### src/rtl/nic_tracked.sv
// nic_tracked: single-master to N-slave interconnect with one tracked
// outstanding transaction.
//
// A request is accepted in IDLE, or in the same cycle a pending transaction
// is acked, which allows back-to-back accesses with no bubble. The accepted
// slave index is latched. Only that slave's ack and data are returned.
// Out-of-range indices receive an error response one cycle after the request.
//
// Optional feature macro: NIC_TIMEOUT_EN
//   Defined   : a WAIT that lasts TIMEOUT_CYCLES cycles ends with an error response.
//   Undefined : no timeout counter is built, and WAIT lasts until the slave acks.
//
// Ports:
//   i_clk        clock, rising edge
//   i_rst_n      synchronous active-low reset; all outputs forced to 0 while low
//   i_nic_sel    master request valid
//   i_addr_sel   target slave index
//   o_busy       request not accepted this cycle
//   o_slave_sel  one-hot slave select pulse for an accepted in-range request
//   i_rdata      per-slave read data, packed [slave][bit]
//   i_ack        per-slave ack
//   o_rdata      response data (0 unless o_ack)
//   o_ack        response strobe
//   o_err        error qualifier for o_ack
//   o_err_cnt    saturating count of error responses
//
// States:
//   IDLE | no transaction outstanding
//   WAIT | waiting for ack from slave r_idx
//   ERR  | emit error response for one cycle
module nic_tracked #(
    parameter int ADDR_SEL_WIDTH = 2,
    parameter int SLAVES_COUNT   = 2**ADDR_SEL_WIDTH,
    parameter int DATA_WIDTH     = 32,
    parameter int TIMEOUT_CYCLES = 16,
    parameter int ERR_CNT_WIDTH  = 8
) (
    input  logic                                   i_clk,
    input  logic                                   i_rst_n,
    input  logic                                   i_nic_sel,
    input  logic [ADDR_SEL_WIDTH-1:0]              i_addr_sel,
    output logic                                   o_busy,
    output logic [SLAVES_COUNT-1:0]                o_slave_sel,
    input  logic [SLAVES_COUNT-1:0][DATA_WIDTH-1:0] i_rdata,
    input  logic [SLAVES_COUNT-1:0]                i_ack,
    output logic [DATA_WIDTH-1:0]                  o_rdata,
    output logic                                   o_ack,
    output logic                                   o_err,
    output logic [ERR_CNT_WIDTH-1:0]               o_err_cnt
);

    typedef enum logic [1:0] {
        S_IDLE = 2'd0,
        S_WAIT = 2'd1,
        S_ERR  = 2'd2
    } state_t;

    state_t                    r_state;
    state_t                    w_state_nxt;
    logic [ADDR_SEL_WIDTH-1:0] r_idx;
    logic [ERR_CNT_WIDTH-1:0]  r_err_cnt;

    logic                      w_hit;
    logic [DATA_WIDTH-1:0]     w_hit_data;
    logic [SLAVES_COUNT-1:0]   w_sel_dec;
    logic                      w_in_range;
    logic                      w_can_accept;
    logic                      w_accept_ok;
    logic                      w_accept_err;
    logic                      w_timeout;

    // Ack/data from the latched slave only. Other slaves' acks are never looked at.
    always_comb begin
        w_hit      = 1'b0;
        w_hit_data = '0;
        for (int s = 0; s < SLAVES_COUNT; s++) begin
            if (r_idx == ADDR_SEL_WIDTH'(s)) begin
                w_hit      = i_ack[s];
                w_hit_data = i_rdata[s];
            end
        end
        w_hit = w_hit && (r_state == S_WAIT);
    end

    always_comb begin
        w_sel_dec = '0;
        for (int s = 0; s < SLAVES_COUNT; s++) begin
            if (i_addr_sel == ADDR_SEL_WIDTH'(s)) begin
                w_sel_dec[s] = 1'b1;
            end
        end
    end

    assign w_in_range   = ({1'b0, i_addr_sel} < (ADDR_SEL_WIDTH+1)'(SLAVES_COUNT));
    // A request can be taken in IDLE, or in the cycle that a pending access completes.
    assign w_can_accept = i_rst_n && ((r_state == S_IDLE) || w_hit);
    assign w_accept_ok  = w_can_accept && i_nic_sel && w_in_range;
    assign w_accept_err = w_can_accept && i_nic_sel && !w_in_range;

`ifdef NIC_TIMEOUT_EN
    localparam int TMO_W = $clog2(TIMEOUT_CYCLES);
    logic [TMO_W-1:0] r_tmo_cnt;

    assign w_timeout = (r_tmo_cnt == TMO_W'(TIMEOUT_CYCLES - 1));

    always_ff @(posedge i_clk) begin
        if (!i_rst_n) begin
            r_tmo_cnt <= '0;
        end else if (w_accept_ok) begin
            r_tmo_cnt <= '0;
        end else if ((r_state == S_WAIT) && !w_hit && !w_timeout) begin
            r_tmo_cnt <= r_tmo_cnt + 1'b1;
        end
    end
`else
    assign w_timeout = 1'b0;
`endif

    // State register plus latched index and error counter
    always_ff @(posedge i_clk) begin
        if (!i_rst_n) begin
            r_state   <= S_IDLE;
            r_idx     <= '0;
            r_err_cnt <= '0;
        end else begin
            r_state <= w_state_nxt;
            if (w_accept_ok) begin
                r_idx <= i_addr_sel;
            end
            if ((r_state == S_ERR) && (r_err_cnt != {ERR_CNT_WIDTH{1'b1}})) begin
                r_err_cnt <= r_err_cnt + 1'b1;
            end
        end
    end

    // Next-state logic
    always_comb begin
        w_state_nxt = r_state;
        if (w_accept_ok) begin
            w_state_nxt = S_WAIT;
        end else if (w_accept_err) begin
            w_state_nxt = S_ERR;
        end else begin
            case (r_state)
                S_IDLE:  w_state_nxt = S_IDLE;
                S_WAIT: begin
                    if (w_hit) begin
                        w_state_nxt = S_IDLE;
                    end else if (w_timeout) begin
                        w_state_nxt = S_ERR;
                    end else begin
                        w_state_nxt = S_WAIT;
                    end
                end
                S_ERR:   w_state_nxt = S_IDLE;
                default: w_state_nxt = S_IDLE;
            endcase
        end
    end

    // Output logic. Reset forces everything low, including combinational paths.
    always_comb begin
        o_busy      = 1'b0;
        o_slave_sel = '0;
        o_rdata     = '0;
        o_ack       = 1'b0;
        o_err       = 1'b0;
        o_err_cnt   = '0;
        if (i_rst_n) begin
            o_err_cnt = r_err_cnt;
            if (w_accept_ok) begin
                o_slave_sel = w_sel_dec;
            end
            case (r_state)
                S_WAIT: begin
                    o_busy = !w_hit;
                    if (w_hit) begin
                        o_ack   = 1'b1;
                        o_rdata = w_hit_data;
                    end
                end
                S_ERR: begin
                    o_busy = 1'b1;
                    o_ack  = 1'b1;
                    o_err  = 1'b1;
                end
                default: o_busy = 1'b0;
            endcase
        end
    end

endmodule

### config.mk
export PLATFORM = sky130hd
export DESIGN_NAME = nic_tracked
export DESIGN_NICKNAME = d
export VERILOG_FILES = /design/src/rtl/nic_tracked.sv
export SDC_FILE = /design/constraint.sdc
export NUM_CORES = 1
export LEC_CHECK = 0
export ABC_AREA = 1
export ABC_CLOCK_PERIOD_IN_PS = 2540
export BUFFER_PORTS_ARGS = -buffer_cell sky130_fd_sc_hd__buf_2
export CAP_MARGIN = 5
export CORE_AREA = 2 2 71 80
export CTS_CLUSTER_SIZE = 16
export DETAILED_ROUTE_END_ITERATION = 6
export DIE_AREA = 0 0 73 82
export GPL_ROUTABILITY_DRIVEN = 0
export PLACE_DENSITY_LB_ADDON = 0.05
export SYNTH_ARGS = -nofsm -noshare
export SYNTH_HDL_FRONTEND = slang
export SYNTH_SLANG_ARGS = --single-unit
### constraint.sdc
create_clock -name i_clk -period 2.54 [get_ports i_clk]
set_input_delay 0.127 -clock i_clk [delete_from_list [all_inputs] [get_ports i_clk]]
set_output_delay 0.127 -clock i_clk [all_outputs]
set_load 0.05 [all_outputs]
# ---- Word-level counts from Yosys, hierarchy flattened
# Index checks and enable logic that the tools add are counted.
dict set report classes {
  add_sub_neg 1
  multipliers 0
  div_mod_pow 0
  n_lt_le_gt_ge 0
  eq_ne 9
  shifts 0
  muxes 28
  n_bitwise 2
  n_reduce_logical 10
}
# op count
set op_table {}
lappend op_table {{2-to-1 mux 32 bit} 7}
lappend op_table {{2-to-1 mux 1 bit} 16}
lappend op_table {{== test 2 bit (second input constant)} 5}
lappend op_table {{adder 8 x 1 -> 8 bit (second input constant)} 1}
lappend op_table {{2-to-1 mux 4 bit} 2}
lappend op_table {{2-to-1 mux 8 bit} 1}
lappend op_table {{!= test 8 bit (second input constant)} 1}
lappend op_table {{== test 2 x 1 -> 1 bit (second input constant)} 3}
lappend op_table {{zero test 2 bit} 3}
lappend op_table {{logical AND 1 bit} 4}
lappend op_table {{one-hot mux 1 bit (2 select lines)} 2}
lappend op_table {{OR reduction 3 bit} 1}
lappend op_table {{inverter 1 bit} 2}
lappend op_table {{zero test 1 bit} 1}
lappend op_table {{logical OR 1 bit} 1}
dict set report word_totals {
  regBits 12
  latchBits 0
  ram_bits 0
  rom_bits 0
  in_bits 137
  output_inout_bits 47
  wordCells 54
  memories 0
}

# ---- Logic depth before layout (Yosys ltp)
# Gate-level depths: netlist of the first run.
dict set report logic_depth {
  depth_word 11
  mapped_depth 9
}

# ---- Least setup slack after synthesis of the first run
# No wires, ideal clock.
dict set report synth_timing {
  path_kind {flip-flop to output port}
  from {register r_idx[0]}
  to {output o_rdata[5]}
  arrival_ns 1.913
  setup_slack_ns 0.500
  stages_incl_launch_ff 8
  path_buffers 2
  path_cell_list {dfxtp_1 -> inv_2 -> or2_1 -> buf_6 -> buf_6 -> nand2_1 -> o21ai_1 -> a31oi_1}
}
dict set report synth_via {
  elab_chain_cells 9
  elab_cells_between_ends 16
  cone_classes {3 x eq/ne; 11 x mux; 2 x reduce/logical}
}
# element line
set synth_lines {}
lappend synth_lines {{start, declared} 60} ;# logic [ADDR_SEL_WIDTH-1:0] r_idx;
lappend synth_lines {{start signal, assigned} 128} ;# r_idx <= i_addr_sel;
lappend synth_lines {{zero test 2 bit} 77} ;# if (r_idx == ADDR_SEL_WIDTH'(s)) begin
lappend synth_lines {{2-to-1 mux 1 bit (4 in a row)} 77}
lappend synth_lines {{logical AND 1 bit} 82} ;# w_hit = w_hit && (r_state == S_WAIT);
lappend synth_lines {{2-to-1 mux 32 bit *} 177} ;# if (w_hit) begin
lappend synth_lines {{2-to-1 mux 32 bit *} 174} ;# case (r_state)
lappend synth_lines {{2-to-1 mux 32 bit *} 169} ;# if (i_rst_n) begin
lappend synth_lines {{end, declared} 46} ;# output logic [DATA_WIDTH-1:0] o_rdata,
# Every way passes the cells marked *; elsewhere a longest branch is shown, timed or not.

# ---- Worst setup path after layout of the first run
dict set report layout_timing {
  from {register r_idx[1]}
  to {output o_rdata[4]}
}
# The elaborated chain is that of the path after synthesis.

==> results of run 1 <==
==> kinds of logic (layout without fill, tap and decap cells) <==
kind of cell,after synthesis,count (layout),synth area share [%]
and+or+nand+nor,132,132,42.4
AOI/OAI and AO/OA,74,74,35.4
buffers and inverters,38,195,17.1
DFF,3,3,4.77
other,1,9,0.298
==> layout make-up <==
cell class | instances | area (um2) | share of cell area, %
tap | 60 | 75.1 | 3.46
multi-input combinational | 215 | 1010 | 46.7
clock buffer | 4 | 45.0 | 2.07
timing repair buffer | 182 | 943 | 43.5
inverter | 9 | 33.8 | 1.56
sequential | 3 | 60.1 | 2.77
==> worst min-delay path, cell delays in order <==
cell	delay [ns]
buf_2	0.07
nand2_1	0.06
o21ai_0	0.07
==> routing by layer <==
| layer | track usage (%) | vias up | wire (um) |
|---|---|---|---|
| met5 | 0 | - | 0 |
| met4 | 5.19 | 0 | 59 |
| met3 | 2.58 | 4 | 521 |
| met2 | 35.4 | 120 | 3020 |
| met1 | 17.6 | 943 | 2150 |
| li1 | - | 1170 | - |
==> cell usage after synthesis <==
| cell type | instances | area share (%) |
|---|---|---|
| a21oi_1 | 8 | 3.2 |
| a31oi_1 | 18 | 8.9 |
| buf_2 | 10 | 4.0 |
| buf_4 | 10 | 6.0 |
| buf_6 | 3 | 2.7 |
| clkbuf_1 | 6 | 1.8 |
| conb_1 | 1 | 0.30 |
| dfxtp_1 | 3 | 4.8 |
| inv_1 | 7 | 2.1 |
| inv_2 | 2 | 0.60 |
| nand2_1 | 78 | 23 |
| nand2_2 | 1 | 0.50 |
| nand3_1 | 22 | 8.7 |
| nand4_1 | 1 | 0.50 |
| nor2_1 | 27 | 8.1 |
| nor3_1 | 1 | 0.40 |
| o21a_1 | 7 | 4.2 |
| o21ai_0 | 15 | 6.0 |
| o21ai_1 | 12 | 4.8 |
| o221ai_1 | 7 | 4.9 |
| o22ai_1 | 7 | 3.5 |
| or2_1 | 2 | 0.99 |
==> worst max-delay path by stage <==
stage / startpoint / endpoint / slack [ns] / depth (start not counted)
3_3_place_gp: r_idx[1]$_SDFFE_PN0N_ / o_rdata[21] / 0.57 / 7
2_1_floorplan: r_idx[0]$_SDFFE_PN0N_ / o_rdata[5] / 0.50 / 7
3_5_place_dp: r_idx[1]$_SDFFE_PN0N_ / o_rdata[20] / 0.49 / 7
4_1_cts: r_idx[1]$_SDFFE_PN0N_ / o_rdata[4] / 0.27 / 6
6_report: r_idx[1]$_SDFFE_PN0N_ / o_rdata[4] / 0.27 / 6
5_1_grt: r_idx[1]$_SDFFE_PN0N_ / o_rdata[2] / 0.05 / 6
==> power groups by stage <==
stage	combinational, uW	sequential [uW]	clock (uW)
3_3_place_gp	522	60.3	0
4_1_cts	521	60.5	142
6_report	515	60.5	138
2_1_floorplan	366	57.5	0
3_5_place_dp	520	61.1	0
5_1_grt	571	61.7	150
==> per-stage QoR <==
| step | cells | utilization, % | hold slack [ns] | area (um2) | worst slack [ns] |
|---|---|---|---|---|---|
| after global placement | 469 | 40.7 | 0.357 | 2130 | 0.575 |
| after CTS | 473 | 41.6 | 0.143 | 2170 | 0.267 |
| after detailed placement | 469 | 40.7 | 0.367 | 2130 | 0.487 |
| final | 473 | 41.6 | 0.145 | 2170 | 0.272 |
| after floorplan | 256 | - | 0.249 | 1290 | 0.500 |
| after global routing | 473 | 41.6 | 0.183 | 2170 | 0.0501 |
==> sequential cells by signal (all words and copies together), names as in the netlist <==
register / count
r_idx: 2
r_state: 1
==> cell usage in the layout, fill, tap and decap left out, drive strengths merged <==
cell type,n
a21oi,8
a31oi,18
buf,182
clkbuf,4
conb,9
dfxtp,3
inv,9
nand2,79
nand3,22
nand4,1
nor2,27
nor3,1
o21a,7
o21ai,27
o221ai,7
o22ai,7
or2,2
==> results.json, run 1 <==
{
  "tritoncts": "yes",
  "clk_latency_ns": 0.21,
  "gr-total-overflow": 0,
  "routed_wirelength_um": 5750,
  "power_density_mw_per_mm2": 328,
  "std_cell_rows": 28,
  "max_freq_mhz": 441,
  "ys_seq_elements": 3,
  "cpMaxStageDelayCell": "dfxtp_1",
  "start_util_pct": 24.1,
  "vias": 2237,
  "cts_buffer_depth": 2,
  "r2r_end": "r_idx[0]$_SDFFE_PN0N_",
  "routed_via_density": 4.73,
  "ys_seq_area_share_pct": 4.77,
  "critPathArrivalTime_ns": 2.14,
  "worst-path-buf-inv": 3,
  "seq_power_share_pct": 8.5,
  "drt_iter0_markers": 51,
  "path_class": "flop to output port",
  "vdd_drop_max_uv": 103,
  "finalSetupViolCount": 0,
  "min_from": "i_nic_sel",
  "crit_required_ns": 2.41,
  "cts_setup_buffers": 0,
  "die_w_um": 73,
  "status": "finished, final reports clean",
  "cts-resized-gates": 0,
  "ff2ff_path_depth": 8,
  "grt_pass1_vias": 1995,
  "final_hold_viol_count": 0,
  "start_kind": "flop",
  "tns_ns": 0,
  "die_h_um": 82,
  "layout.nets": 551,
  "drv_cap": 0,
  "end_kind": "output port",
  "worstReg2RegStart": "r_idx[1]$_SDFFE_PN0N_",
  "htreeDepth": 1,
  "grt_first_pass_wirelength_um": 8380,
  "clk_pin_slew_ns": 0.03,
  "synth_cell_types": 22,
  "wire_per_inst_um": 12.2,
  "slowest_delay_ns": 0.58,
  "ios": 184,
  "path_cells": "nand2_2 > inv_1 > buf_12 > nand2_1 > a31oi_1 > buf_2",
  "hold-path-endpoint": "r_state[0]$_SDFF_PN0_",
  "reg2reg_slack_ns": 0.93,
  "layout-drive-gt1-share_pct": 45.5,
  "drtPass1Iterations": 4,
  "swShare_pct": 51.0,
  "synth_area_per_cell_um2": 5.08,
  "period_needed_ns": 2.27,
  "cts_made_buffers": 3,
  "die_area_mm2": 0.00599,
  "grt_util_all_layers_pct": 17.3,
  "ctsHoldBuffers": 0,
  "worst_path_dominant_cell_family": "buffers and inverters",
  "internal-power_uw": 349,
  "combPwrFrac_pct": 72.2,
  "ant_nets": 0,
  "antenna_found_initial": 0,
  "dp_hpwl_um": 4680,
  "slew_violations": 0,
  "skew_ns": 0.00169,
  "min_path_cells": 3,
  "rsz0062_at_grt": "false",
  "core_area_mm2": 0.00522,
  "io_buffers": 174,
  "diodes": 0,
  "synthCells": 248,
  "p_total_uw": 713,
  "area_growth_pct": 72.5,
  "fillCellCount": 593,
  "ctsRootBufferMaster": "clkbuf_8",
  "netlist_area_mm2": 0.00126,
  "remaining_drc_errors": 0,
  "cp_max_fo": 28,
  "pwr-share-clk_pct": 19.3,
  "min_path_type": "input pin to flop",
  "cts.sinks": 3,
  "grt_max_degree": 35,
  "p_leak_uw": 0.00125,
  "yosysWarnings": 0,
  "finalCritPeriodShare_pct": 89.3,
  "p_switching_uw": 364
}
No activity file was read; power rests on OpenSTA's default activity.
==> inputs of run 2 (changes only) <==
--- a/config.mk
+++ b/config.mk
@@ -9,10 +9,10 @@
 export ABC_CLOCK_PERIOD_IN_PS = 2540
 export BUFFER_PORTS_ARGS = -buffer_cell sky130_fd_sc_hd__buf_2
 export CAP_MARGIN = 5
-export CORE_AREA = 2 2 71 80
+export CORE_AREA = 2 2 71 73
 export CTS_CLUSTER_SIZE = 16
 export DETAILED_ROUTE_END_ITERATION = 6
-export DIE_AREA = 0 0 73 82
+export DIE_AREA = 0 0 73 75
 export GPL_ROUTABILITY_DRIVEN = 0
 export PLACE_DENSITY_LB_ADDON = 0.05
 export SYNTH_ARGS = -nofsm -noshare
==> results.json, run 2 (synthesis results as in run 1) <==
{
  "top_regs": "r_idx x2, r_state x1",
  "skew_ns": 0.00180,
  "drt_iter0_markers": 77,
  "cts_setup_buffers": 0,
  "worstReg2RegStart": "r_idx[1]$_SDFFE_PN0N_",
  "rsz0062_at_grt": "false",
  "end_kind": "output port",
  "top_register": "r_idx",
  "busiest_layer": "met2",
  "die_area_mm2": 0.00548,
  "startpoint": "r_idx[0]$_SDFFE_PN0N_",
  "std_cell_rows": 25,
  "crit_required_ns": 2.41,
  "grt_max_degree": 37,
  "min_path_type": "input pin to flop",
  "clk_latency_ns": 0.21,
  "period_needed_ns": 2.05,
  "antenna_found_initial": 0,
  "drtPass1Iterations": 4,
  "path_class": "flop to output port",
  "layout_common_cells": "174 x buf_2, 78 x nand2_1, 27 x nor2_1",
  "routed_wirelength_um": 5930,
  "clk_pin_slew_ns": 0.03,
  "ios": 184,
  "tns_ns": 0,
  "ctsRootBufferMaster": "clkbuf_8",
  "io_buffers": 174,
  "finalCritPeriodShare_pct": 80.7,
  "cts.sinks": 3,
  "cts_made_buffers": 3,
  "gr-usage-met2_pct": 40.5,
  "design_area_mm2": 0.00215,
  "tritoncts": "yes",
  "fin_cells": 467,
  "wire_per_inst_um": 12.7,
  "layout.nets": 551,
  "remaining_drc_errors": 0,
  "grt_pass1_vias": 2037,
  "htreeDepth": 1,
  "final_hold_viol_count": 0,
  "placed_cells": 463,
  "cts_buffer_depth": 2,
  "ctsHoldBuffers": 0,
  "place_area_mm2": 0.00211,
  "min_from": "i_nic_sel",
  "critPathArrivalTime_ns": 1.92,
  "largest_reg_flops": 2,
  "reg2reg_slack_ns": 0.97,
  "status": "finished, final reports clean",
  "slew_violations": 0,
  "utilization_pct": 46.1,
  "cp_max_fo": 17,
  "use_met3_pct": 3.61,
  "layout-drive-gt1-share_pct": 45.5,
  "ant_nets": 0,
  "start_util_pct": 27.0,
  "drv_cap": 0,
  "power_density_mw_per_mm2": 329,
  "final_common_cell": "buf_2",
  "cts-resized-gates": 0,
  "grt_util_all_layers_pct": 19.9,
  "slew_headroom_pct": 66.5,
  "core_area_mm2": 0.00466,
  "finalSetupViolCount": 0,
  "vias": 2240,
  "routed_via_density": 4.80,
  "start_kind": "flop",
  "vdd_drop_max_uv": 161,
  "p_leak_uw": 0.00125,
  "max_freq_mhz": 488,
  "gr-total-overflow": 0,
  "die_w_um": 73,
  "dp_hpwl_um": 4820,
  "die_h_um": 75,
  "area_growth_pct": 70.9,
  "worst_pin_slew_ns": 0.501,
  "grt_first_pass_wirelength_um": 8710,
  "grt_use_met1_pct": 21.1,
  "diodes": 0
}
==> run 2: routing by layer <==
layer	vias to the layer above	wire length [um]
met2	117	3170
met4	0	73
li1	1168	-
met3	6	519
met5	-	0
met1	949	2160
==> run 2: per-stage QoR <==
stage | power (uW) | worst slack, ns | hold WS, ns
detailed placement | 574 | 0.691 | 0.383
finish | 707 | 0.490 | 0.162
CTS | 715 | 0.474 | 0.160
floorplan | 424 | 0.500 | 0.249
global route | 775 | 0.281 | 0.195
global placement | 573 | 0.689 | 0.372
==> run 2: report_power, final <==
part | internal, uW | switching, uW
Sequential | 52.3 | 7.47
Combinational | 186 | 324
Clock | 107 | 29.6
==> run 2: worst paths after layout <==
kind,endpoint,cells past startpoint
min reg2reg,r_idx[0]$_SDFFE_PN0N_,4
min,r_state[0]$_SDFF_PN0_,3
max,o_rdata[18],6
max reg2reg,r_idx[0]$_SDFFE_PN0N_,8
==> run 2: final cells by class <==
| cell class | count | area, um2 |
|---|---|---|
| Sequential cell | 3 | 60.1 |
| Tap cell | 54 | 67.6 |
| Timing Repair Buffer | 182 | 931 |
| Multi-Input combinational cell | 215 | 1010 |
| Inverter | 9 | 33.8 |
| Fill cell | 531 | 2510 |
| Clock buffer | 4 | 45.0 |
==> run 2: critical path, stage by stage (launching register included) <==
cell	delay [ns]
dfxtp_1	0.41
inv_2	0.17
nand2_1	0.42
o22ai_1	0.17
o21a_1	0.19
nor2_1	0.08
buf_2	0.27
==> inputs of run 3 (changes only) <==
--- a/config.mk
+++ b/config.mk
@@ -6,13 +6,13 @@
 export NUM_CORES = 1
 export LEC_CHECK = 0
 export ABC_AREA = 1
-export ABC_CLOCK_PERIOD_IN_PS = 2540
+export ABC_CLOCK_PERIOD_IN_PS = 1800
 export BUFFER_PORTS_ARGS = -buffer_cell sky130_fd_sc_hd__buf_2
 export CAP_MARGIN = 5
-export CORE_AREA = 2 2 71 73
+export CORE_AREA = 2 2 72 74
 export CTS_CLUSTER_SIZE = 16
 export DETAILED_ROUTE_END_ITERATION = 6
-export DIE_AREA = 0 0 73 75
+export DIE_AREA = 0 0 74 76
 export GPL_ROUTABILITY_DRIVEN = 0
 export PLACE_DENSITY_LB_ADDON = 0.05
 export SYNTH_ARGS = -nofsm -noshare
==> constraint.sdc (replaced) <==
create_clock -name i_clk -period 1.8 [get_ports i_clk]
set_input_delay 0.09 -clock i_clk [delete_from_list [all_inputs] [get_ports i_clk]]
set_output_delay 0.09 -clock i_clk [all_outputs]
set_load 0.05 [all_outputs]
==> results.json, run 3 (synthesis results as in run 1) <==
{
  "clk_pin_slew_ns": 0.03,
  "routed_via_density": 4.66,
  "power_density_mw_per_mm2": 441,
  "critPathArrivalTime_ns": 1.62,
  "path_class": "flop to output port",
  "std_cell_rows": 26,
  "htreeDepth": 1,
  "tritoncts": "yes",
  "worst_path_dominant_cell_family": "buffers and inverters",
  "grt_util_all_layers_pct": 20.2,
  "cp_max_fo": 14,
  "place_area_mm2": 0.00231,
  "drtPass1Iterations": 4,
  "end_kind": "output port",
  "clk_latency_ns": 0.21,
  "gr-usage-met2_pct": 37.6,
  "grt_use_met1_pct": 24.1,
  "min_path_type": "input pin to flop",
  "slowest_delay_ns": 0.40,
  "finalSetupViolCount": 0,
  "drt_iter0_markers": 54,
  "cts.sinks": 3,
  "path_cells": "inv_8 > or2_1 > buf_4 > nand2_1 > o21ai_0 > a31oi_1 > buf_4",
  "p_leak_uw": 0.00131,
  "wire_per_inst_um": 12.6,
  "ctsRootBufferMaster": "clkbuf_8",
  "dp_hpwl_um": 4870,
  "ios": 184,
  "slew_violations": 0,
  "path_common_cell": "buf_4",
  "final_hold_viol_count": 0,
  "die_w_um": 74,
  "max_freq_mhz": 584,
  "drv_cap": 0,
  "worst-path-buf-inv": 3,
  "io_buffers": 174,
  "design_area_mm2": 0.00249,
  "status": "finished, final reports clean",
  "remaining_drc_errors": 0,
  "finalCritPeriodShare_pct": 95.1,
  "cpMaxStageDelayCell": "dfxtp_4",
  "gr-total-overflow": 0,
  "use_met3_pct": 2.78,
  "largest_reg_flops": 2,
  "busiest_layer": "met2",
  "grt_pass1_vias": 2075,
  "start_util_pct": 25.6,
  "cts_made_buffers": 3,
  "top_register": "r_idx",
  "grt_max_degree": 22,
  "layout-drive-gt1-share_pct": 53.1,
  "die_h_um": 76,
  "final_common_cell": "buf_2",
  "area_growth_pct": 98.0,
  "core_area_mm2": 0.00491,
  "routed_wirelength_um": 6200,
  "start_kind": "flop",
  "skew_ns": 0.00148,
  "crit_required_ns": 1.71,
  "period_needed_ns": 1.71,
  "layout.nets": 560,
  "cts_buffer_depth": 2,
  "die_area_mm2": 0.00562,
  "vdd_drop_max_uv": 257,
  "vias": 2292,
  "reg2reg_slack_ns": 0.53,
  "tns_ns": 0,
  "ant_nets": 0,
  "grt_first_pass_wirelength_um": 9320,
  "top_regs": "r_idx x2, r_state x1",
  "diodes": 0,
  "antenna_found_initial": 0,
  "layout_common_cells": "146 x buf_2, 78 x nand2_1, 32 x buf_4"
}
[run 3: power breakdown]
group          leakage, uW  switching (uW)  total [uW]  internal [uW]
combinational      0.00126             499         819            320
sequential       0.0000262            13.8        88.2           74.4
clock            0.0000228            42.0         193            151
[run 3: final timing paths]
path                                       startpoint               endpoint  cells after the start
worst max-delay path            r_idx[0]$_SDFFE_PN0N_             o_rdata[3]                      7
worst min-delay path                        i_nic_sel  r_state[0]$_SDFF_PN0_                      3
worst max register to register  r_idx[0]$_SDFFE_PN0N_  r_idx[0]$_SDFFE_PN0N_                      8
worst min register to register  r_state[0]$_SDFF_PN0_  r_state[0]$_SDFF_PN0_                      2
[run 3: final cells by class]
| type | instances | area [um2] |
|---|---|---|
| Clock buffer | 4 | 45.0 |
| Fill cell | 544 | 2420 |
| Inverter | 9 | 43.8 |
| Multi-Input combinational cell | 215 | 1140 |
| Sequential cell | 3 | 67.6 |
| Tap cell | 70 | 87.6 |
| Timing Repair Buffer | 191 | 1110 |
[run 3: worst reg2reg max path, delay by kind of cell, from the launching register on]
family                 cells  cell delay (ns)
buffers and inverters      1             0.03
flip-flops                 1             0.40
AND/OR/NAND/NOR            7             0.74
[run 3: timing repair]
item / in CTS / in global routing
hold buffers: 0 / 0
resized for setup: 27 / 18
gates cloned: 0 / 1
endpoints found under the setup margin: 32 / 36
pin swaps: 0 / 3
buffers inserted: 0 / 2
[run 3: routing by layer]
metal / routed length [um] / share of wire [%]
met5: 0 / 0
met1: 2470 / 40
met2: 3200 / 52
met4: 18 / 0.29
met3: 522 / 8.4
[run 3: stage by stage]
step / std cells / utilization [%] / hold slack, ns / total power (uW) / setup slack [ns]
finish: 492 / 50.7 / 0.106 / 1100 / 0.0875
global route: 492 / 50.7 / 0.119 / 1200 / -0.00678
CTS: 489 / 49.3 / 0.103 / 1090 / 0.0126
detailed placement: 485 / 47.1 / 0.323 / 871 / 0.0602
global placement: 485 / 47.1 / 0.320 / 868 / 0.0832
floorplan: 256 / - / 0.212 / 629 / -0.102
